**config.mk**
```make
export PLATFORM = sky130hd
export DESIGN_NAME = modn_wrap_pwm
export DESIGN_NICKNAME = d
export VERILOG_FILES = /design/src/rtl/modn_wrap_pwm_pkg.sv /design/src/rtl/modn_wrap_detect.sv /design/src/rtl/modn_wrap_pwm.sv
export SDC_FILE = /design/constraint.sdc
export NUM_CORES = 1
export LEC_CHECK = 0
export ABC_CLOCK_PERIOD_IN_PS = 5020
export CORE_ASPECT_RATIO = 2
export CORE_MARGIN = 3
export CORE_UTILIZATION = 55
export DETAILED_ROUTE_END_ITERATION = 10
export GPL_TIMING_DRIVEN = 0
export PLACE_DENSITY = 0.89
export SYNTH_ARGS = -nofsm -noshare
export SYNTH_HDL_FRONTEND = slang
export SYNTH_SLANG_ARGS = --single-unit
```
**constraint.sdc**
```tcl
create_clock -name clk -period 5.02 [get_ports clk]
set_input_delay 0.753 -clock clk [delete_from_list [all_inputs] [get_ports clk]]
set_output_delay 0.753 -clock clk [all_outputs]
set_load 0.02 [all_outputs]
```
**src/rtl/modn_wrap_pwm_pkg.sv**
```systemverilog
// modn_wrap_pwm_pkg: state encoding and period saturation helper shared by
// the wrap detector and the PWM/period top level.
package modn_wrap_pwm_pkg;

    typedef enum logic [1:0] {INIT, SYNC, ARMED, LOCKED} state_t;

    function automatic int unsigned period_sat(input int unsigned w);
        return (32'd1 << (w + 1)) - 32'd1;
    endfunction

endpackage

```
**src/rtl/modn_wrap_detect.sv**
```systemverilog
// modn_wrap_detect: tracks the previous count, flags a wrap when the count
// drops, sequences INIT/SYNC/ARMED/LOCKED and registers the wrap pulse.
module modn_wrap_detect
    import modn_wrap_pwm_pkg::*;
#(
    parameter int WIDTH = 8
) (
    input  logic             clk,
    input  logic             rst,
    input  logic             i_en,
    input  logic [WIDTH-1:0] i_cnt,
    output logic             o_wrap,
    output logic             o_wrap_pulse,
    output state_t           o_state
);

    state_t           r_state;
    state_t           w_state_nxt;
    logic [WIDTH-1:0] r_cnt_d;
    logic             r_pulse;
    logic             w_wrap;

    // A stalled upstream (equal count) never counts as a wrap.
    assign w_wrap       = i_en && (r_state != INIT) && (i_cnt < r_cnt_d);
    assign o_wrap       = w_wrap;
    assign o_wrap_pulse = r_pulse;
    assign o_state      = r_state;

    always_ff @(posedge clk) begin
        if (rst) begin
            r_state <= INIT;
            r_cnt_d <= '0;
            r_pulse <= 1'b0;
        end else begin
            r_state <= w_state_nxt;
            r_pulse <= w_wrap;
            if (i_en)
                r_cnt_d <= i_cnt;
        end
    end

    always_comb begin
        w_state_nxt = r_state;
        if (i_en) begin
            case (r_state)
                INIT:    w_state_nxt = SYNC;
                SYNC:    w_state_nxt = w_wrap ? ARMED : SYNC;
                ARMED:   w_state_nxt = w_wrap ? LOCKED : ARMED;
                default: w_state_nxt = LOCKED;
            endcase
        end
    end

endmodule

```
**src/rtl/modn_wrap_pwm.sv**
```systemverilog
// modn_wrap_pwm: wrap event counter, period measurement and glitch-free
// double-buffered PWM. MODN_WRAP_PWM_STICKY_IRQ_EN adds a sticky wrap irq.
module modn_wrap_pwm
    import modn_wrap_pwm_pkg::*;
#(
    parameter int WIDTH = 8,
    parameter int EVW   = 16
) (
    input  logic             clk,
    input  logic             rst,
    input  logic             i_en,
    input  logic [WIDTH-1:0] i_cnt_in,
    input  logic [WIDTH-1:0] i_duty_in,
    input  logic             i_duty_wr,
`ifdef MODN_WRAP_PWM_STICKY_IRQ_EN
    input  logic             i_irq_clr,
    output logic             o_irq,
`endif
    output logic             o_pwm_out,
    output logic             o_wrap_pulse,
    output logic [EVW-1:0]   o_wraps,
    output logic [WIDTH:0]   o_period,
    output logic             o_period_valid
);

    localparam logic [WIDTH:0] P_MAX = (WIDTH+1)'(period_sat(WIDTH));

    logic             w_wrap;
    state_t           w_state;
    logic [WIDTH-1:0] w_active_nxt;
    logic [WIDTH-1:0] r_pend;
    logic             r_pend_vld;
    logic [WIDTH-1:0] r_active;
    logic             r_pwm;
    logic [EVW-1:0]   r_wraps;
    logic [WIDTH:0]   r_pcnt;
    logic [WIDTH:0]   r_period;
    logic             r_pvalid;

    modn_wrap_detect #(.WIDTH(WIDTH)) u_detect (
        .clk          (clk),
        .rst          (rst),
        .i_en         (i_en),
        .i_cnt        (i_cnt_in),
        .o_wrap       (w_wrap),
        .o_wrap_pulse (o_wrap_pulse),
        .o_state      (w_state)
    );

    // A write landing on the wrap sample bypasses the pending register.
    assign w_active_nxt = (w_wrap && i_duty_wr)  ? i_duty_in :
                          (w_wrap && r_pend_vld) ? r_pend    : r_active;

    assign o_pwm_out      = r_pwm;
    assign o_wraps        = r_wraps;
    assign o_period       = r_period;
    assign o_period_valid = r_pvalid;

    always_ff @(posedge clk) begin
        if (rst) begin
            r_pend     <= '0;
            r_pend_vld <= 1'b0;
            r_active   <= '0;
        end else begin
            r_active <= w_active_nxt;
            if (i_duty_wr && !w_wrap) begin
                r_pend     <= i_duty_in;
                r_pend_vld <= 1'b1;
            end else if (w_wrap) begin
                r_pend_vld <= 1'b0;
            end
        end
    end

    // Compare against the post-swap duty so a new period starts on its new threshold.
    always_ff @(posedge clk) begin
        if (rst)
            r_pwm <= 1'b0;
        else if (i_en)
            r_pwm <= i_cnt_in < w_active_nxt;
    end

    always_ff @(posedge clk) begin
        if (rst)
            r_wraps <= '0;
        else if (w_wrap)
            r_wraps <= r_wraps + EVW'(1);
    end

    always_ff @(posedge clk) begin
        if (rst) begin
            r_pcnt   <= '0;
            r_period <= '0;
            r_pvalid <= 1'b0;
        end else if (i_en) begin
            if (w_wrap) begin
                r_pcnt <= (WIDTH+1)'(1);
                if (w_state != SYNC) begin
                    r_period <= r_pcnt;
                    r_pvalid <= 1'b1;
                end
            end else if (r_pcnt != P_MAX) begin
                r_pcnt <= r_pcnt + (WIDTH+1)'(1);
            end
        end
    end

`ifdef MODN_WRAP_PWM_STICKY_IRQ_EN
    logic r_irq;

    assign o_irq = r_irq;

    always_ff @(posedge clk) begin
        if (rst)
            r_irq <= 1'b0;
        else if (w_wrap)
            r_irq <= 1'b1;
        else if (i_irq_clr)
            r_irq <= 1'b0;
    end
`endif

endmodule

```
==> results of run 1 <==
-- final timing paths --
kind / to / slack (ns) / cells after the start
hold / removal: o_period[3] / 0.46 / 2
hold reg to reg: o_period[3] / 0.46 / 2
setup reg to reg: o_pwm_out / 0.98 / 15
setup / recovery: o_pwm_out / 0.42 / 15
-- flip-flops by register name, indices dropped and copies added, names as in the netlist --
signal,cells
r_active,8
r_pend,8
o_pwm_out,1
r_pcnt,9
r_pend_vld,1
u_detect.r_cnt_d,8
u_detect.o_wrap_pulse,1
o_period_valid,1
u_detect.o_state,2
o_period,9
o_wraps,16
-- power by group through the flow --
stage	Clock (mW)	Sequential, mW	Combinational (mW)
finish	0.495	0.535	0.153
CTS	0.498	0.535	0.152
global placement	0	0.545	0.143
global route	0.515	0.536	0.167
detailed placement	0	0.546	0.149
floorplan	0	0.545	0.0967
-- final cells by class --
class	instances	area, um^2	share of cell area (%)
Timing Repair Buffer	46	460	12.1
Buffer	19	85.1	2.23
Inverter	18	67.6	1.77
Clock inverter	5	80.1	2.10
Tap cell	58	72.6	1.90
Multi-Input combinational cell	251	1620	42.6
Sequential cell	64	1280	33.6
Clock buffer	11	141	3.71
-- critical path, cell delays in order --
cell	delay, ns
clkdlybuf4s50_1	0.54
ha_1	0.22
o21a_1	0.16
a21oi_1	0.13
o31ai_2	0.72
nor2_1	0.12
buf_2	0.23
o221ai_1	0.31
ha_1	0.32
a21o_1	0.18
a21oi_1	0.17
o21ai_0	0.17
a2111oi_0	0.57
a22oi_1	0.15
o21ai_0	0.11
-- kinds of logic after synthesis --
kind of cell / count (synthesis) / share of synthesized area, %
AO/OA/AOI/OAI: 57 / 13.4
XOR/XNOR: 18 / 5.16
adder cells (fa/ha/maj): 17 / 6.96
buffers and inverters: 37 / 5.00
flip-flops: 64 / 41.9
multiplexers: 18 / 5.90
AND/OR/NAND/NOR: 141 / 21.7
-- cell usage after synthesis (all sizes together) (6+ instances only) --
cell	n	area, um^2
dfxtp	64	1280
nor2	63	236
nand2	25	93.8
a21oi	23	130
nand3	19	95.1
inv	18	67.6
mux2i	18	180
ha	17	213
xnor2	14	123
clkbuf	11	41.3
buf	8	43.8
a41oi	7	61.3
nand4b	7	61.3
o221ai	7	61.3
o21ai	6	41.3
-- through the flow --
stage,hold WS (ns),cells,util (%)
2_1_floorplan,0.460,352,-
3_3_place_gp,0.445,456,68.0
3_5_place_dp,0.448,456,68.0
4_1_cts,0.457,472,72.2
5_1_grt,0.482,472,72.2
6_report,0.456,472,72.2
-- metal layers --
| layer | wire length, um | global-route usage, % | vias to the layer above |
|---|---|---|---|
| met3 | 371 | 5.45 | 34 |
| met2 | 4130 | 44.1 | 113 |
| li1 | - | - | 1354 |
| met1 | 2770 | 23.7 | 1371 |
| met5 | 0 | 0 | - |
| met4 | 354 | 14.7 | 0 |
==> flow_summary_export.csv, run 1 <==
group,metric,value,unit
final_layout,layout_common_cells,"dfxtp_1 (64), nor2_1 (63), clkdlybuf4s50_1 (46), nand2_1 (25), a21oi_1 (21)",
synth,ys_warn_count,0,
pwr,max-vdd-ir-drop,0.000286,V
timing,clock_skew,0.00867,ns
synth,yosysUniqueCellTypes,44,
grt,antenna_found_initial,0,
synth,synthCells,352,
pwr,power,1.18,mW
final_layout,fillers,415,
clock_network,cts_resized,0,
pwr,p_int,0.879,mW
timing,setup_viol,0,
worst_setup_path,startpoint,"i_cnt_in[3]",
timing,timing.final.ws_setup,0.423,ns
worst_setup_path,crit_arrival,4.87,ns
final_layout,layout_commonest_cell,"dfxtp_1",
timing,slew-limit-headroom,18.7,%
route,routed_wl,7620,um
clock_network,cts_root_buf,"clkbuf_8",
clock_network,cts_inserted_buffers,9,
pwr,switching_power,0.305,mW
clock_network,cts_sinks,64,
placed_design,placed_area,3590,um^2
placed_design,post-dp-hpwl,5490,um
synth,synthesis.area,3060,um^2
grt,track_usage,24.3,%
clock_network,clockBufferDepth,2,
synth,seq_area_frac_synth,41.9,%
pwr,comb_power_share,12.9,%
worst_setup_path,cp_data_required_time,5.29,ns
pwr,pwr-share-seq,45.2,%
clock_network,cts.reportedPaths.clkPinSlew,0.07,ns
synth,async_flop_share,0,%
clock_network,hold_buffers,0,
placed_design,place_congestion,0.910,
final_layout,insertedDiodeCount,0,
clock_network,htree_num_levels,3,
floorplanning,start_util,57.9,%
timing,max_clock_freq,218,MHz
synth,synth.avg_cell_area,8.68,um^2
route,routedWlPerCell,16.2,um
floorplanning,die_h,111,um
grt,grt_max_degree,12,
route,drt_iter0_drc,122,
pwr,power.leakage,1.39,nW
final_layout,final_cell_area,3810,um^2
worst_hold_path,hold_start,"o_period[3]",
worst_setup_path,critPathMaxFanout,10,
synth,synth_fp_nets,389,
final_layout,syn2layout_area_growth,24.7,%
floorplanning,rows,37,
route,num_vias,2872,
grt,grt-ovfl-total,0,
synth,ys.flop_type,"dfxtp_1",
timing,finalMaxSlewViolations,0,
timing,grt_setup_unrepaired,"no",
timing,final-hold-violation-count,0,
pwr,clkPwrFrac,41.9,%
final_layout,drive_gt1_share,6.52,%
worst_setup_path,crit_type,"primary input to register",
timing,fin_setup_tns,0,ns
synth,synth-seq-cells,64,
grt,grt_pass1_wl,12400,um
placed_design,io_buffers,46,
clock_network,cts_setup_buffers,0,
route,ant_nets,0,
floorplanning,io-pin-count,48,
worst_setup_path,cp-end-kind,"register",
timing,worst_pin_slew,1.20,ns
clock_network,cts_tree,"yes",
route,drt_first_pass_iters,5,
synth,synth_enable_flop_cells,0,
worst_hold_path,hold_path_class,"register to register",
floorplanning,core_area,5280,um^2
route,avgViaCountPerCell,6.08,
run_status,outcome,"finished, final reports clean",
worst_setup_path,critical_path.startpoint_type,"primary input",
route,drc,0,
worst_setup_path,rr_startpoint,"u_detect.r_cnt_d[4]",
floorplanning,dieArea,6540,um^2
pwr,switching_share,25.7,%
final_layout,nets,446,
clock_network,clkLatencyLatePin,0.35,ns
timing,final.min_clock_period,4.60,ns
floorplanning,chipWidth,58.7,um
run,cap_violations,0,
placed_design,place_ws,0.218,ns
grt,grt_pass1_vias,2871,
pwr,p_per_area,311,nW/um^2
timing,finalCritPeriodShare,91.6,%
Note: power is estimated with default switching activity, not from simulation.
==> run 2: changes to the inputs <==
Settings changed: REMOVE_ABC_BUFFERS set to 1.
==> flow_summary_export.csv, run 2 (synthesis gave the netlist of run 1 again) <==
group,metric,value,unit
run_status,outcome,"finished, final reports clean",
final_layout,drive_gt1_share,6.30,%
final_layout,syn2layout_area_growth,23.6,%
run,cap_violations,0,
floorplanning,core_area,5280,um^2
timing,fin_setup_tns,0,ns
route,ant_nets,0,
grt,grt_pass1_wl,11900,um
clock_network,htree_num_levels,3,
floorplanning,die_h,111,um
floorplanning,chipWidth,58.7,um
clock_network,cts_sinks,64,
worst_setup_path,cp_data_required_time,5.28,ns
pwr,switching_share,24.5,%
route,avgViaCountPerCell,5.85,
clock_network,cts_tree,"yes",
final_layout,final_core_util,71.6,%
floorplanning,io-pin-count,48,
timing,final.min_clock_period,4.57,ns
pwr,clkPwrFrac,43.5,%
final_layout,fillers,416,
final_layout,insertedDiodeCount,0,
timing,finalMaxSlewViolations,0,
final_layout,largest_reg_flops,16,
pwr,pwr-share-seq,45.0,%
pwr,power.leakage,1.38,nW
grt,grt-ovfl-total,0,
route,drt_iter0_drc,88,
pwr,max-vdd-ir-drop,0.000268,V
clock_network,hold_buffers,0,
route,routedWlPerCell,15.4,um
timing,finalCritPeriodShare,91.0,%
timing,final-hold-violation-count,0,
pwr,p_per_area,317,nW/um^2
grt,grt_pass1_vias,2623,
worst_setup_path,crit_type,"primary input to register",
clock_network,cts_inserted_buffers,9,
placed_design,io_buffers,47,
pwr,power,1.20,mW
floorplanning,rows,37,
final_layout,multiInputGateArea,1620,um^2
grt,track_usage,23.2,%
floorplanning,dieArea,6540,um^2
clock_network,cts_setup_buffers,0,
route,drt_first_pass_iters,4,
placed_design,post-dp-hpwl,4900,um
floorplanning,start_util,57.9,%
final_layout,seq_area,1280,um^2
clock_network,clockBufferDepth,2,
route,drc,0,
pwr,comb_power_share,11.6,%
timing,setup_viol,0,
route,num_vias,2662,
timing,slew-limit-headroom,21.4,%
final_layout,layout_commonest_cell,"dfxtp_1",
final_layout,nets,429,
timing,grt_setup_unrepaired,"no",
final_layout,layout_common_cells,"dfxtp_1 (64), nor2_1 (63), clkdlybuf4s50_1 (46), nand2_1 (25), a21oi_1 (21)",
pwr,p_int,0.904,mW
worst_setup_path,critPathMaxFanout,11,
timing,max_clock_freq,219,MHz
placed_design,place_congestion,0.831,
timing,worst_pin_slew,1.16,ns
worst_hold_path,hold_path_class,"register to register",
grt,grt_max_degree,30,
clock_network,cts_root_buf,"clkbuf_8",
worst_hold_path,holdPathStages,2,
timing,clock_skew,0.00961,ns
clock_network,clkLatencyLatePin,0.34,ns
grt,antenna_found_initial,0,
worst_setup_path,cp-end-kind,"register",
worst_setup_path,ff2ff_path_depth,14,
route,routed_wl,7000,um
worst_setup_path,critical_path.startpoint_type,"primary input",
clock_network,cts.reportedPaths.clkPinSlew,0.07,ns
pwr,switching_power,0.294,mW
worst_setup_path,crit_arrival,4.83,ns
==> run 2: final cells by class <==
type	count	area share (%)
Sequential cell	64	33.9
Multi-Input combinational cell	251	43.0
Inverter	18	1.79
Timing Repair Buffer	48	13.1
Tap cell	58	1.92
Clock buffer	12	4.37
Clock inverter	4	1.95
==> run 2: timing repair <==
item	in CTS	in global routing
endpoints found under the setup margin	0	1
resized for setup	0	1
endpoints found under the hold margin	0	0
==> run 2: final timing paths <==
check	slack, ns	from	endpoint
max	0.45	i_cnt_in[3]	o_pwm_out
max reg2reg	1.01	u_detect.r_cnt_d[3]	o_pwm_out
min	0.45	o_period[0]	o_period[0]
min reg2reg	0.45	o_period[0]	o_period[0]
==> run 2: stage by stage <==
stage	cells	setup slack [ns]	hold WS, ns	area (um^2)
6_report	455	0.451	0.454	3780
5_1_grt	455	0.0938	0.471	3780
4_1_cts	455	0.179	0.455	3770
3_5_place_dp	439	-0.149	0.446	3540
3_3_place_gp	438	-0.0459	0.441	3510
2_1_floorplan	333	0.984	0.459	2970
==> run 2: power groups by stage <==
| stage | clock network [mW] | registers, mW | logic (mW) |
|---|---|---|---|
| 6_report | 0.521 | 0.538 | 0.139 |
| 5_1_grt | 0.548 | 0.540 | 0.155 |
| 4_1_cts | 0.526 | 0.538 | 0.139 |
| 3_5_place_dp | 0 | 0.550 | 0.137 |
| 3_3_place_gp | 0 | 0.548 | 0.129 |
| 2_1_floorplan | 0 | 0.548 | 0.0793 |
==> run 2: metal layers <==
layer / vias to the layer above / track usage [%] / wire [um]
met5: - / 0 / 0
li1: 1308 / - / -
met4: 0 / 14.5 / 322
met1: 1268 / 24.7 / 2570
met2: 61 / 40.0 / 3860
met3: 25 / 4.52 / 249
==> run 2: worst max-delay path: stages <==
cell	delay, ns
clkdlybuf4s50_1	0.47
ha_1	0.26
or4_4	0.55
a21oi_4	0.17
o31ai_2	0.17
nor2_1	0.64
o221ai_1	0.27
ha_1	0.35
a21o_1	0.18
a21oi_1	0.12
o21ai_0	0.11
a2111oi_0	0.53
nand2_1	0.09
o21ai_0	0.15
==> run 3: changes to the inputs <==
--- a/constraint.sdc
+++ b/constraint.sdc
@@ -3,2 +3,2 @@
 set_output_delay 0.753 -clock clk [all_outputs]
-set_load 0.02 [all_outputs]
+set_load 0.1 [all_outputs]
==> results of run 3 <==
Same layout as run 2 (identical final DEF). Status: finished, final reports clean.
Main changes from that run: total power 1.20 mW -> 1.21 mW
